**src/rtl/knn_scheduler.sv**
```systemverilog
// knn_scheduler: scans NUM_POINTS stored points against a latched query and keeps the K nearest.
// Optional abort input is enabled by defining KNN_ABORT_EN.
module knn_scheduler #(
  parameter int unsigned SIZE       = 32,
  parameter int unsigned DIMENSION  = 3,
  parameter int unsigned NUM_POINTS = 16,
  parameter int unsigned K          = 3,
  parameter int unsigned IDXW       = (NUM_POINTS > 1) ? $clog2(NUM_POINTS) : 1
) (
  input  logic                      clk,
  input  logic                      rst_n,
  input  logic                      start,
`ifdef KNN_ABORT_EN
  input  logic                      abort,
`endif
  input  logic [SIZE*DIMENSION-1:0] query,
  output logic                      mem_rd,
  output logic [IDXW-1:0]           mem_addr,
  input  logic [SIZE*DIMENSION-1:0] mem_rdata,
  output logic [SIZE*DIMENSION-1:0] dist_p,
  output logic [SIZE*DIMENSION-1:0] dist_q,
  input  logic [SIZE-1:0]           dist_dst,
  output logic                      busy,
  output logic                      done,
  output logic [K*IDXW-1:0]         knn_idx,
  output logic [K*SIZE-1:0]         knn_dst
);

  localparam int unsigned PW = SIZE * DIMENSION;
  localparam logic [IDXW-1:0] LastIdx = IDXW'(NUM_POINTS - 1);

  typedef enum logic [2:0] {StIdle, StFetch, StLoad, StCmp, StDone} state_e;

  state_e                 state_q;
  logic                   busy_q, done_q, mem_rd_q;
  logic [IDXW-1:0]        cnt_q, mem_addr_q;
  logic [PW-1:0]          p_q, q_q;
  logic [K-1:0][SIZE-1:0] dst_q, ins_dst;
  logic [K-1:0][IDXW-1:0] idx_q, ins_idx;

  // Sorted insert: the list is ascending, so the strict-less flags form a thermometer.
  // The first set flag takes the new entry, later set flags take their lower neighbour.
  always_comb begin : insert
    logic            lt, prev_lt;
    logic [SIZE-1:0] carry_dst;
    logic [IDXW-1:0] carry_idx;
    lt        = 1'b0;
    prev_lt   = 1'b0;
    carry_dst = '0;
    carry_idx = '0;
    for (int j = 0; j < K; j++) begin
      lt         = dist_dst < dst_q[j];
      ins_dst[j] = dst_q[j];
      ins_idx[j] = idx_q[j];
      if (lt) begin
        ins_dst[j] = prev_lt ? carry_dst : dist_dst;
        ins_idx[j] = prev_lt ? carry_idx : cnt_q;
      end
      prev_lt   = lt;
      carry_dst = dst_q[j];
      carry_idx = idx_q[j];
    end
  end

  always_ff @(posedge clk or negedge rst_n) begin
    if (!rst_n) begin
      state_q    <= StIdle;
      busy_q     <= 1'b0;
      done_q     <= 1'b0;
      mem_rd_q   <= 1'b0;
      mem_addr_q <= '0;
      cnt_q      <= '0;
      p_q        <= '0;
      q_q        <= '0;
      dst_q      <= '0;
      idx_q      <= '0;
    end else begin
      mem_rd_q <= 1'b0;
      done_q   <= 1'b0;
      unique case (state_q)
        StIdle: begin
          if (start) begin
            q_q        <= query;
            dst_q      <= '1;
            idx_q      <= '0;
            cnt_q      <= '0;
            mem_addr_q <= '0;
            mem_rd_q   <= 1'b1;
            busy_q     <= 1'b1;
            state_q    <= StFetch;
          end
        end
        StFetch: state_q <= StLoad;
        StLoad: begin
          p_q     <= mem_rdata;
          state_q <= StCmp;
        end
        StCmp: begin
          dst_q <= ins_dst;
          idx_q <= ins_idx;
          if (cnt_q == LastIdx) begin
            done_q  <= 1'b1;
            state_q <= StDone;
          end else begin
            cnt_q      <= cnt_q + 1'b1;
            mem_addr_q <= cnt_q + 1'b1;
            mem_rd_q   <= 1'b1;
            state_q    <= StFetch;
          end
        end
        StDone: begin
          busy_q  <= 1'b0;
          state_q <= StIdle;
        end
        default: state_q <= StIdle;
      endcase
`ifdef KNN_ABORT_EN
      // Abort wins over the CMP insertion; the partial list is kept as it stands.
      if (abort && (state_q == StFetch || state_q == StLoad || state_q == StCmp)) begin
        state_q  <= StIdle;
        busy_q   <= 1'b0;
        mem_rd_q <= 1'b0;
        done_q   <= 1'b0;
        dst_q    <= dst_q;
        idx_q    <= idx_q;
      end
`endif
    end
  end

  assign mem_rd   = mem_rd_q;
  assign mem_addr = mem_addr_q;
  assign dist_p   = p_q;
  assign dist_q   = q_q;
  assign busy     = busy_q;
  assign done     = done_q;
  assign knn_idx  = idx_q;
  assign knn_dst  = dst_q;

endmodule

```
**config.mk**
```make
export PLATFORM = sky130hd
export DESIGN_NAME = knn_scheduler
export DESIGN_NICKNAME = d
export VERILOG_FILES = /design/src/rtl/knn_scheduler.sv
export SDC_FILE = /design/constraint.sdc
export NUM_CORES = 1
export LEC_CHECK = 0
export CORE_AREA = 2 2 209 211
export DETAILED_ROUTE_END_ITERATION = 16
export DIE_AREA = 0 0 211 213
export PLACE_DENSITY = 0.76
export SYNTH_ARGS = -nofsm -noshare
export SYNTH_HDL_FRONTEND = slang
export SYNTH_SLANG_ARGS = --single-unit
```
**constraint.sdc**
```tcl
create_clock -name clk -period 4.6 [get_ports clk]
set_input_delay 0.46 -clock clk [delete_from_list [all_inputs] [get_ports clk]]
set_output_delay 0.46 -clock clk [all_outputs]
set_load 0.005 [all_outputs]
```
==> impl_results.md <==
* Syn nets at 1765
* Worst-margin pin slew at 1.08 ns
* Sum Neg Setup Slack at 0 ns
* R2R depth at 10
* Post-detailed-routing wire length at 50.9 mm
* CP Max Fanout at 22
* FF-to-FF setup slack at 1.21 ns
* Quantity of I/O buffers inserted on ports at 533
* Hpwl dp at 37.0 mm
* Fin. Hold Viols at 0
* RSZ-0062 raised after global routing: no
* Max-slew violations at 0
* Global Route Usage Sum at 22.4%
* Antenna Violating Nets Remaining at 0
* Register area share after synthesis at 51.9%
* Worst hold slack at 0.423 ns
* Cell row count at 76
* CTS Buffer Depth at 3
* Clock period minus worst slack at 3.43 ns
* Initial drt markers at 599
* # IOs at 534
* H-tree depth at 2
* Share of cells above drive strength 1 at 9.06%
* CTS buffer count at 39
* Worst Hold Class: primary input to flop
* Hold path depth at 3
* First-pass GRT wire length at 77.2 mm
* # setup viols final at 0
* CP arrival at 3.89 ns
* Post-CTS setup repair buffer count at 0
* Number of global-route vias before repair at 13.2k
* Clock skew at 0.0215 ns
* Synth Warn # at 0
* Syn Area/Cell at 10.3 um^2
* WS Path Type: primary input to flop
* Worst rel slew slack at 28.0%
* Outcome: completed
* Die height at 213 um
* Peak VDD IR at 457 uV
* Area Growth Syn to Fin at 48.8%
* Final nets at 2287
* Leak at 10.5 nW
* Initial DRT Pass Iterations at 5
* Hold_buf cts at 1
* Seq cells post-synth at 310
* Worst-Skew Late Latency at 0.57 ns
* Period utilization at 74.6%
* Die width at 211 um
* F_max at 0.292 GHz
* TritonCTS clock tree: yes
* # clock sinks at 310
* Die area at 44900 um^2
* WL per Instance at 19.9 um
* Core Area at 42700 um^2
* Synth unique cells at 40
* Starting Density at 35.0%
* CP required at 5.06 ns
* Nature of the critical path endpoint: flop
* Cell Pwr Density at 726 nW/um^2
* Initial antenna violation count at 12
* CTS clock-pin slew for the worst setup and hold paths at 0.06 ns
* Root Buffer Master: clkbuf_16
* Mapped Area at 14900 um^2
* Post-CTS resize count at 0
* Remaining global-route overflow at 0
* Cells after Synth at 1444
* Drc violations at 0
* Largest net degree at the start of global routing at 137
* Max_cap viols at 0
* Via count at 12.5k
* Via-to-Cell Ratio at 4.90
* Startpoint types: primary input
* RePlAce Congestion at 0.888
-- cell usage in the layout (no fill, tap or decap), types with 5 or more instances in the layout --
cell type        synthesis  routed
clkbuf_16                0      39
o21ai_1                 35      35
nand2_1                352     352
dfrtp_1                310     310
o21ai_0                 15      15
a21o_1                  12      12
nand3_1                 10       9
ha_1                    94      94
a21oi_1                 33      32
diode_2                  0      11
nor2_1                 121     120
clkdlybuf4s50_1          0     532
buf_4                    5       9
mux2i_1                148     148
buf_12                   0       6
mux2_2                  96      96
clkbuf_1                42      12
a211oi_1                 5       5
clkbuf_8                 0      10
nand4_1                 11      11
inv_1                   95      95
-- synthesized netlist by cell type, drive strengths merged --
cell,n,area share [%]
and3,2,0.084
nand2,352,8.8
nor2b,2,0.084
or3,1,0.042
clkbuf,42,1.1
dfrtp,310,52
nand4,11,0.46
a21o,12,0.60
a211o,1,0.059
inv,95,2.4
nor3,3,0.10
o31ai,2,0.10
and4,4,0.23
a41oi,1,0.059
nor2,121,3.0
nand2b,1,0.042
nor3b,4,0.20
xnor2,1,0.059
o211ai,3,0.15
a311o,1,0.067
or2,2,0.084
ha,94,7.9
nand3,10,0.34
o2111ai,1,0.059
a211oi,6,0.34
a21oi,33,1.1
buf,26,1.2
a31oi,2,0.084
a221oi,5,0.34
o21ai,50,1.7
o21a,1,0.050
mux2,96,7.2
a2bb2oi,1,0.059
mux2i,148,9.9
-- through the flow --
step / setup slack [ns] / util (%) / total power [mW] / instance area [um^2] / std cells
after floorplan: 2.10 / - / 8.77 / 14900 / 1444
after detailed placement: 0.585 / 48.9 / 13.0 / 20900 / 2470
after global routing: 1.02 / 52.1 / 17.2 / 22200 / 2553
after CTS: 1.15 / 52.0 / 16.3 / 22200 / 2543
after global placement: 0.636 / 48.9 / 12.8 / 20900 / 2470
final: 1.17 / 52.1 / 16.1 / 22200 / 2554
-- final timing paths --
check	from	to
max	dist_dst[21]	knn_dst[59]
min	query[65]	dist_q[65]
max reg2reg	knn_dst[55]	knn_dst[59]
min reg2reg	dist_q[86]	dist_q[86]
max in group asynchronous	rst_n	dist_p[2]
min in group asynchronous	rst_n	insert.carry_dst[7]
-- report_power, final --
group / total, mW / switching, mW / leakage, nW / internal [mW]
sequential: 5.08 / 1.01 / 3.69 / 4.07
combinational: 7.92 / 3.51 / 6.13 / 4.41
clock: 3.13 / 1.27 / 0.645 / 1.87
total: 16.1 / 5.79 / 10.5 / 10.3
-- kinds of logic after synthesis --
logic type / share of synthesized area [%]
xor gates and xnor gates: 0.0586
adders and majority gates: 7.87
muxes: 17.2
DFF: 51.9
and+or+nand+nor: 13.6
buffers and inverters: 4.68
AOI/OAI and AO/OA: 4.74
-- metal layers --
metal  share of wire, %  vias to the layer above  GRT usage (%)
met5                  0                        -              0
met4                4.7                        0           12.4
met3                9.3                      116           8.59
met2                 48                      466           37.0
met1                 38                     6090           25.0
li1                   -                     5851              -
-- state kept, by name, indices dropped and copies added, names as in the netlist --
name	flops
state_q	3
insert.carry_idx	4
dist_q	96
busy	1
knn_dst	64
mem_rd	1
done	1
insert.carry_dst	32
mem_addr	4
knn_idx	8
dist_p	96
-- final cells by class --
| cell class | instances | area, um^2 |
|---|---|---|
| clock buffer | 61 | 1160 |
| timing repair buffer | 549 | 5540 |
| tap | 546 | 683 |
| fill | 3757 | 20500 |
| inverter | 95 | 357 |
| antenna | 11 | 27.5 |
| multi-input combinational | 971 | 6560 |
| clock inverter | 11 | 153 |
| sequential | 310 | 7760 |
-- worst max-delay path, stage by stage --
cell	delay [ns]
clkdlybuf4s50_1	0.55
ha_1	0.38
nand4_1	0.15
nor3_1	0.38
o21ai_0	0.15
a21oi_1	0.40
a2bb2oi_4	0.19
or2_2	0.67
buf_4	0.33
mux2i_1	0.23
Power figures use the tool's default switching activity.
